--- src/rtl/muldiv_ctrl_if.sv ---
// EX-stage handshake bundle between the pipeline and the M-extension multiply/divide unit.
interface muldiv_ctrl_if #(
  parameter int BIT_W = 32
);
  logic             start_i;
  logic [2:0]       op_i;
  logic [BIT_W-1:0] rs1_i;
  logic [BIT_W-1:0] rs2_i;
  logic [4:0]       rd_i;
  logic             flush_i;
  logic             stall_o;
  logic             busy_o;
  logic             done_o;
  logic [BIT_W-1:0] result_o;
  logic [4:0]       rd_o;

  modport master (
    output start_i, op_i, rs1_i, rs2_i, rd_i, flush_i,
    input  stall_o, busy_o, done_o, result_o, rd_o
  );

  modport slave (
    input  start_i, op_i, rs1_i, rs2_i, rd_i, flush_i,
    output stall_o, busy_o, done_o, result_o, rd_o
  );
endinterface

--- src/rtl/muldiv_ctrl.sv ---
// RV32M multiply/divide sequencer: single-cycle multiply, iterative restoring divider.
// Divider compiled in only when MULDIV_DIV_EN is defined; otherwise op>=4 returns 0 with multiply timing.
//
// state | meaning
// IDLE  | waiting for start_i
// MUL   | one-cycle product of latched operands
// DIV   | restoring division, one quotient bit per cycle (or one-cycle bypass)
// DONE  | done_o high, result_o/rd_o valid
module muldiv_ctrl #(
  parameter int BIT_W = 32
) (
  input  logic          clk,
  input  logic          rst,
  muldiv_ctrl_if.slave  bus
);

  typedef enum logic [1:0] {IDLE, MUL, DIV, DONE} state_t;

  state_t           state;
  logic [2:0]       op_q;
  logic [BIT_W-1:0] rs1_q;
  logic [BIT_W-1:0] rs2_q;
  logic [4:0]       rd_q;
  logic             done_q;
  logic [BIT_W-1:0] result_q;
  logic [4:0]       rd_out_q;

  logic             rs1_signed;
  logic             rs2_signed;
  logic [2*BIT_W-1:0] mul_a;
  logic [2*BIT_W-1:0] mul_b;
  logic [2*BIT_W-1:0] mul_prod;
  logic [BIT_W-1:0] mul_res;

  assign rs1_signed = (op_q == 3'd0) || (op_q == 3'd1) || (op_q == 3'd2);
  assign rs2_signed = (op_q == 3'd0) || (op_q == 3'd1);
  assign mul_a      = {{BIT_W{rs1_signed & rs1_q[BIT_W-1]}}, rs1_q};
  assign mul_b      = {{BIT_W{rs2_signed & rs2_q[BIT_W-1]}}, rs2_q};
  assign mul_prod   = mul_a * mul_b;

  // op>=4 only lands here when the divider is not built; it then yields 0.
  always_comb begin
    mul_res = '0;
    if (op_q == 3'd0)
      mul_res = mul_prod[BIT_W-1:0];
    else if (!op_q[2])
      mul_res = mul_prod[2*BIT_W-1:BIT_W];
  end

`ifdef MULDIV_DIV_EN
  localparam int CNT_W = $clog2(BIT_W + 1);

  logic [CNT_W-1:0] cnt;
  logic [BIT_W-1:0] quot;
  logic [BIT_W-1:0] rem;
  logic             div_signed;
  logic             is_rem;
  logic [BIT_W-1:0] divisor_mag;
  logic [BIT_W:0]   rem_shift;
  logic [BIT_W:0]   rem_diff;
  logic             step_ge;
  logic [BIT_W-1:0] quot_nxt;
  logic [BIT_W-1:0] rem_nxt;
  logic [BIT_W-1:0] q_fix;
  logic [BIT_W-1:0] r_fix;
  logic             div_zero;
  logic             div_ovf;
  logic             div_last;
  logic [BIT_W-1:0] div_res;

  assign div_signed  = ~op_q[0];
  assign is_rem      = op_q[1];
  assign divisor_mag = (div_signed & rs2_q[BIT_W-1]) ? -rs2_q : rs2_q;

  // Partial remainder stays below the divisor, so a (BIT_W+1)-bit difference never wraps.
  assign rem_shift = {rem, quot[BIT_W-1]};
  assign rem_diff  = rem_shift - {1'b0, divisor_mag};
  assign step_ge   = ~rem_diff[BIT_W];
  assign quot_nxt  = {quot[BIT_W-2:0], step_ge};
  assign rem_nxt   = step_ge ? rem_diff[BIT_W-1:0] : rem_shift[BIT_W-1:0];

  assign q_fix = (div_signed & (rs1_q[BIT_W-1] ^ rs2_q[BIT_W-1])) ? -quot_nxt : quot_nxt;
  assign r_fix = (div_signed & rs1_q[BIT_W-1]) ? -rem_nxt : rem_nxt;

  assign div_zero = (rs2_q == '0);
  assign div_ovf  = div_signed && (rs1_q == {1'b1, {(BIT_W-1){1'b0}}}) && (&rs2_q);
  assign div_last = div_zero || div_ovf || (cnt == CNT_W'(1));

  always_comb begin
    div_res = is_rem ? r_fix : q_fix;
    if (div_zero)
      div_res = is_rem ? rs1_q : '1;
    else if (div_ovf)
      div_res = is_rem ? '0 : rs1_q;
  end
`endif

  always_ff @(posedge clk) begin
    if (rst) begin
      state    <= IDLE;
      op_q     <= '0;
      rs1_q    <= '0;
      rs2_q    <= '0;
      rd_q     <= '0;
      done_q   <= 1'b0;
      result_q <= '0;
      rd_out_q <= '0;
`ifdef MULDIV_DIV_EN
      cnt      <= '0;
      quot     <= '0;
      rem      <= '0;
`endif
    end else begin
      case (state)
        IDLE: begin
          if (bus.start_i && !bus.flush_i) begin
            op_q  <= bus.op_i;
            rs1_q <= bus.rs1_i;
            rs2_q <= bus.rs2_i;
            rd_q  <= bus.rd_i;
`ifdef MULDIV_DIV_EN
            if (bus.op_i[2]) begin
              state <= DIV;
              cnt   <= CNT_W'(BIT_W);
              rem   <= '0;
              quot  <= (!bus.op_i[0] && bus.rs1_i[BIT_W-1]) ? -bus.rs1_i : bus.rs1_i;
            end else begin
              state <= MUL;
            end
`else
            state <= MUL;
`endif
          end
        end
        MUL: begin
          if (bus.flush_i) begin
            state <= IDLE;
          end else begin
            result_q <= mul_res;
            rd_out_q <= rd_q;
            done_q   <= 1'b1;
            state    <= DONE;
          end
        end
`ifdef MULDIV_DIV_EN
        DIV: begin
          if (bus.flush_i) begin
            state <= IDLE;
            cnt   <= '0;
          end else if (div_last) begin
            result_q <= div_res;
            rd_out_q <= rd_q;
            done_q   <= 1'b1;
            cnt      <= '0;
            state    <= DONE;
          end else begin
            quot <= quot_nxt;
            rem  <= rem_nxt;
            cnt  <= cnt - CNT_W'(1);
          end
        end
`endif
        DONE: begin
          done_q <= 1'b0;
          state  <= IDLE;
        end
        default: begin
          done_q <= 1'b0;
          state  <= IDLE;
        end
      endcase
    end
  end

  assign bus.stall_o  = !rst && (((state == IDLE) && bus.start_i && !bus.flush_i) ||
                                 (state == MUL) || (state == DIV));
  assign bus.busy_o   = (state != IDLE);
  assign bus.done_o   = done_q;
  assign bus.result_o = result_q;
  assign bus.rd_o     = rd_out_q;

endmodule

--- src/flat_wrapper.sv ---
// flat-port wrapper written by rule: the top's interface ports become plain ports
module muldiv_ctrl_flat 
#(
  parameter int BIT_W = 32
)
  (clk, rst, bus_start_i, bus_op_i, bus_rs1_i, bus_rs2_i, bus_rd_i, bus_flush_i, bus_stall_o, bus_busy_o, bus_done_o, bus_result_o, bus_rd_o);
  muldiv_ctrl_if #(.BIT_W(BIT_W)) bus_i ();
  input  logic clk;
  input  logic rst;
  input wire logic [$bits(bus_i.start_i)-1:0] bus_start_i;
  input wire logic [$bits(bus_i.op_i)-1:0] bus_op_i;
  input wire logic [$bits(bus_i.rs1_i)-1:0] bus_rs1_i;
  input wire logic [$bits(bus_i.rs2_i)-1:0] bus_rs2_i;
  input wire logic [$bits(bus_i.rd_i)-1:0] bus_rd_i;
  input wire logic [$bits(bus_i.flush_i)-1:0] bus_flush_i;
  output wire logic [$bits(bus_i.stall_o)-1:0] bus_stall_o;
  output wire logic [$bits(bus_i.busy_o)-1:0] bus_busy_o;
  output wire logic [$bits(bus_i.done_o)-1:0] bus_done_o;
  output wire logic [$bits(bus_i.result_o)-1:0] bus_result_o;
  output wire logic [$bits(bus_i.rd_o)-1:0] bus_rd_o;
  assign bus_i.start_i = bus_start_i;
  assign bus_i.op_i = bus_op_i;
  assign bus_i.rs1_i = bus_rs1_i;
  assign bus_i.rs2_i = bus_rs2_i;
  assign bus_i.rd_i = bus_rd_i;
  assign bus_i.flush_i = bus_flush_i;
  assign bus_stall_o = bus_i.stall_o;
  assign bus_busy_o = bus_i.busy_o;
  assign bus_done_o = bus_i.done_o;
  assign bus_result_o = bus_i.result_o;
  assign bus_rd_o = bus_i.rd_o;
  muldiv_ctrl #(.BIT_W(BIT_W)) u_core (.clk(clk), .rst(rst), .bus(bus_i));
endmodule
--- config.mk ---
export PLATFORM = sky130hd
export DESIGN_NAME = muldiv_ctrl_flat
export DESIGN_NICKNAME = d
export VERILOG_FILES = /design/src/rtl/muldiv_ctrl_if.sv /design/src/rtl/muldiv_ctrl.sv /design/src/flat_wrapper.sv
export SDC_FILE = /design/constraint.sdc
export NUM_CORES = 2
export LEC_CHECK = 0
export BUFFER_PORTS_ARGS = -buffer_cell sky130_fd_sc_hd__buf_2
export CORE_AREA = 2 2 254 256
export CTS_BUF_LIST = sky130_fd_sc_hd__clkbuf_4
export DETAILED_ROUTE_END_ITERATION = 10
export DIE_AREA = 0 0 256 258
export PLACE_DENSITY = 0.84
export SLEW_MARGIN = 20
export SYNTH_ARGS = -nofsm -noshare
export SYNTH_HDL_FRONTEND = slang
export SYNTH_SLANG_ARGS = --single-unit
--- constraint.sdc ---
create_clock -name clk -period 9.5 [get_ports clk]
set_input_delay 0.95 -clock clk [delete_from_list [all_inputs] [get_ports clk]]
set_output_delay 0.95 -clock clk [all_outputs]
set_load 0.02 [all_outputs]
==> results by group <==
Run status
  • Outcome: complete, no violations

Timing
  • F_max: ~0.11 GHz
  • Worst-margin pin slew: 1.20 ns
  • Rel. slew slack: between 20% and 30%
  • RSZ-0062 raised after global routing: no
  • Post-Route Skew: 0.0575 ns
  • Fin. max-slew vios: 0
  • Final-report hold violation count: 0
  • Fin crit share: 94.4%
  • # setup viols final: 0
  • Period minus WS final: between 8 and 9 ns
  • Setup_tns: 0 ns

Worst setup path
  • CP endpoint kind: flop
  • FF-to-FF Start: u_core.op_q[2]$_SDFFE_PP0P_
  • Crit Path Class: flop to flop
  • Worst Setup Start Kind: flop
  • CP required: ~10 ns
  • Critical path origin: u_core.op_q[2]$_SDFFE_PP0P_
  • Worst EP arrival: around 9.5 ns
  • CP max FO: 11

Clock tree
  • Clock buffer depth: 2
  • Clock-pin slew on the worst setup and hold paths: between 0.2 and 0.25 ns
  • CTS Root Cell: clkbuf_4
  • Htree depth: 3
  • CTS Sinks: ~110
  • Post-cts sizing count: 0
  • Worst-Skew Late Latency: about 0.66 ns
  • CTS Hold Bufs: 0
  • CTS tree: yes
  • Num CTS Buffers: 9
  • Setup Fix Bufs, Post-CTS: 0

Floorplanning
  • Die width: roughly 260 um
  • Die height: 258 um
  • Overall die area: around 66000 sq um
  • # IOs: about 120
  • Row cnt: slightly above 90
  • CORE AREA: between 60000 and 70000 sq um
  • Initial Util: around 66%

Synthesis
  • Syn nets: ~6200
  • Ys async rst share: 0%
  • Top cells by count, synth: 1189 x inv_1, 1125 x fa_1, 982 x nand2_1
  • Library cells used by synthesis: 62
  • Yosys warnings: 0
  • Sequential share of the synthesized area: under 10%
  • Cell area after synthesis: 42100 sq um
  • Most instantiated library cell after synthesis: inv_1
  • Yosys reg bits: around 110
  • Area leader, netlist: fa_1
  • Area share of the largest cell type after synthesis: 53.4%
  • Average cell area after synthesis: about 8.8 sq um
  • Top post-synthesis cells by area: fa_1 53%, inv_1 11%, nand2_1 8.7%
  • Synth Flop Type: dfxtp_1
  • Post-Syn Instances: roughly 4800
  • Post-synth EDFFs: 0

Route
  • DR vias: about 32000
  • Antenna violation net count after detailed routing: 0
  • DRC viols: 0
  • Detailed-route wire length per cell: roughly 20 um
  • Iter 0 DRT Violations: between 2000 and 2500
  • Vias/cell: roughly 5.8
  • Router iterations before antenna repair: 6
  • Final wirelength: around 110 mm

Place
  • Post-detail-place hpwl: between 90 and 100 mm
  • RD Place Congestion: between 1 and 1.5
  • Port Buffers: approximately 120

Pwr
  • PwrDens: roughly 46 nW/um^2
  • Static Leakage: 0.0221 uW
  • Worst vdd ir: ~0.000076 V

Global route
  • Initial antenna violation count: 6
  • Total gr overflow: 0
  • Vias in the first global route: approximately 36000
  • Global-route usage over all layers: a little under two fifths
  • Largest net degree at the start of global routing: between 70 and 80
  • First-pass GRT wire length: 189 mm

Job
  • Max Cap Violations: 0

Finish
  • Final net count: around 6200
  • Final core occ: 68.8%
  • Area Overhead vs Synth: 3.84%
  • Layout cells sized above 1: about 5.6%

Worst hold path
  • Worst Hold Launch: u_core.bus.rd_o[0]$_SDFFE_PP0P_
  • HP Class: flop to flop
-- layer usage --
metal / part of all wire (%) / global-route usage (%) / vias to the layer above
met1: 35 / 43.8 / 16400
met4: 7.5 / 23.0 / 6
met3: 8.6 / 6.91 / 520
met5: 0.037 / 0 / -
li1: - / - / 13600
met2: 49 / 62.6 / 1750
-- flip-flops by register name, indices dropped and copies added (netlist names) --
name                 cells
u_core.rd_q              5
u_core.rs2_q            32
u_core.op_q              3
u_core.bus.rd_o          5
u_core.bus.done_o        1
u_core.rs1_q            32
u_core.state             2
u_core.bus.result_o     32
-- area by class of cell --
cell class,count,area [sq um]
Timing Repair Buffer,227,1460
Fill cell,4776,19900
Tap cell,855,1070
Inverter,1189,4460
Sequential cell,112,2240
Antenna cell,3,7.51
Clock buffer,9,67.6
Multi-Input combinational cell,3198,34400
Clock inverter,7,82.6
-- stage by stage --
step                      power (uW)  hold WS (ns)  area, sq um  worst slack (ns)  instances
after detailed placement        1700         0.445        43600             0.620       5581
final                           2030         0.466        43800             0.534       5600
after global routing            2150         0.473        43800             0.131       5600
after CTS                       2000         0.470        43800             0.571       5597
after global placement          1670         0.439        43600             0.718       5581
after floorplan                 1300         0.432        42100             0.904       4791
-- placed cells by master (no fill, tap or decap), types with 13 or more instances in the layout --
cell type     n
inv_1      1189
fa_1       1125
nand2_1     982
and2_1      283
ha_1        212
a21oi_1     140
buf_2       114
dfxtp_1     112
buf_4       110
nor2_1       83
xnor2_1      50
nor3_1       36
o21ai_0      36
a21o_1       33
a221oi_1     26
xor2_1       25
nand4_1      17
o21a_1       13
-- where the power goes --
part	internal [uW]	switching [uW]
Clock	64.7	243
Combinational	409	742
Sequential	492	75.6
Total	966	1060
-- final timing paths --
kind,to,slack [ns],depth (start not counted)
min,u_core.bus.rd_o[0]$_SDFFE_PP0P_,0.47,2
max,u_core.bus.result_o[30]$_SDFFE_PP0P_,0.53,27
min reg2reg,u_core.bus.rd_o[0]$_SDFFE_PP0P_,0.47,2
max reg2reg,u_core.bus.result_o[30]$_SDFFE_PP0P_,0.53,27
-- worst max-delay path, cell delays in order (launching register included) --
cell	delay, ns
dfxtp_1	0.46
a211oi_4	0.53
buf_4	0.27
nand2_1	0.14
fa_1	0.68
inv_1	0.16
fa_1	0.69
inv_1	0.24
fa_1	0.79
inv_1	0.23
fa_1	0.51
fa_1	0.57
fa_1	0.43
fa_1	0.50
inv_1	0.06
fa_1	0.47
inv_1	0.04
ha_1	0.35
and2_1	0.20
a221oi_1	0.33
o21bai_1	0.10
a21o_1	0.18
a21o_1	0.16
a21o_1	0.16
a21oi_1	0.15
o31ai_1	0.11
xnor2_1	0.13
o41ai_1	0.25
-- cell families (layout without fill, tap and decap cells) --
logic type,after synthesis,count (layout),share of synthesized area (%)
flip-flops,112,112,5.32
XOR/XNOR,75,75,1.56
AND/OR/NAND/NOR,1458,1458,15.2
other,0,3,0
adder cells (fa/ha/maj),1337,1337,59.7
AO/OA/AOI/OAI,328,328,4.98
buffers and inverters,1481,1432,13.2
No activity file was read; power rests on OpenSTA's default activity.
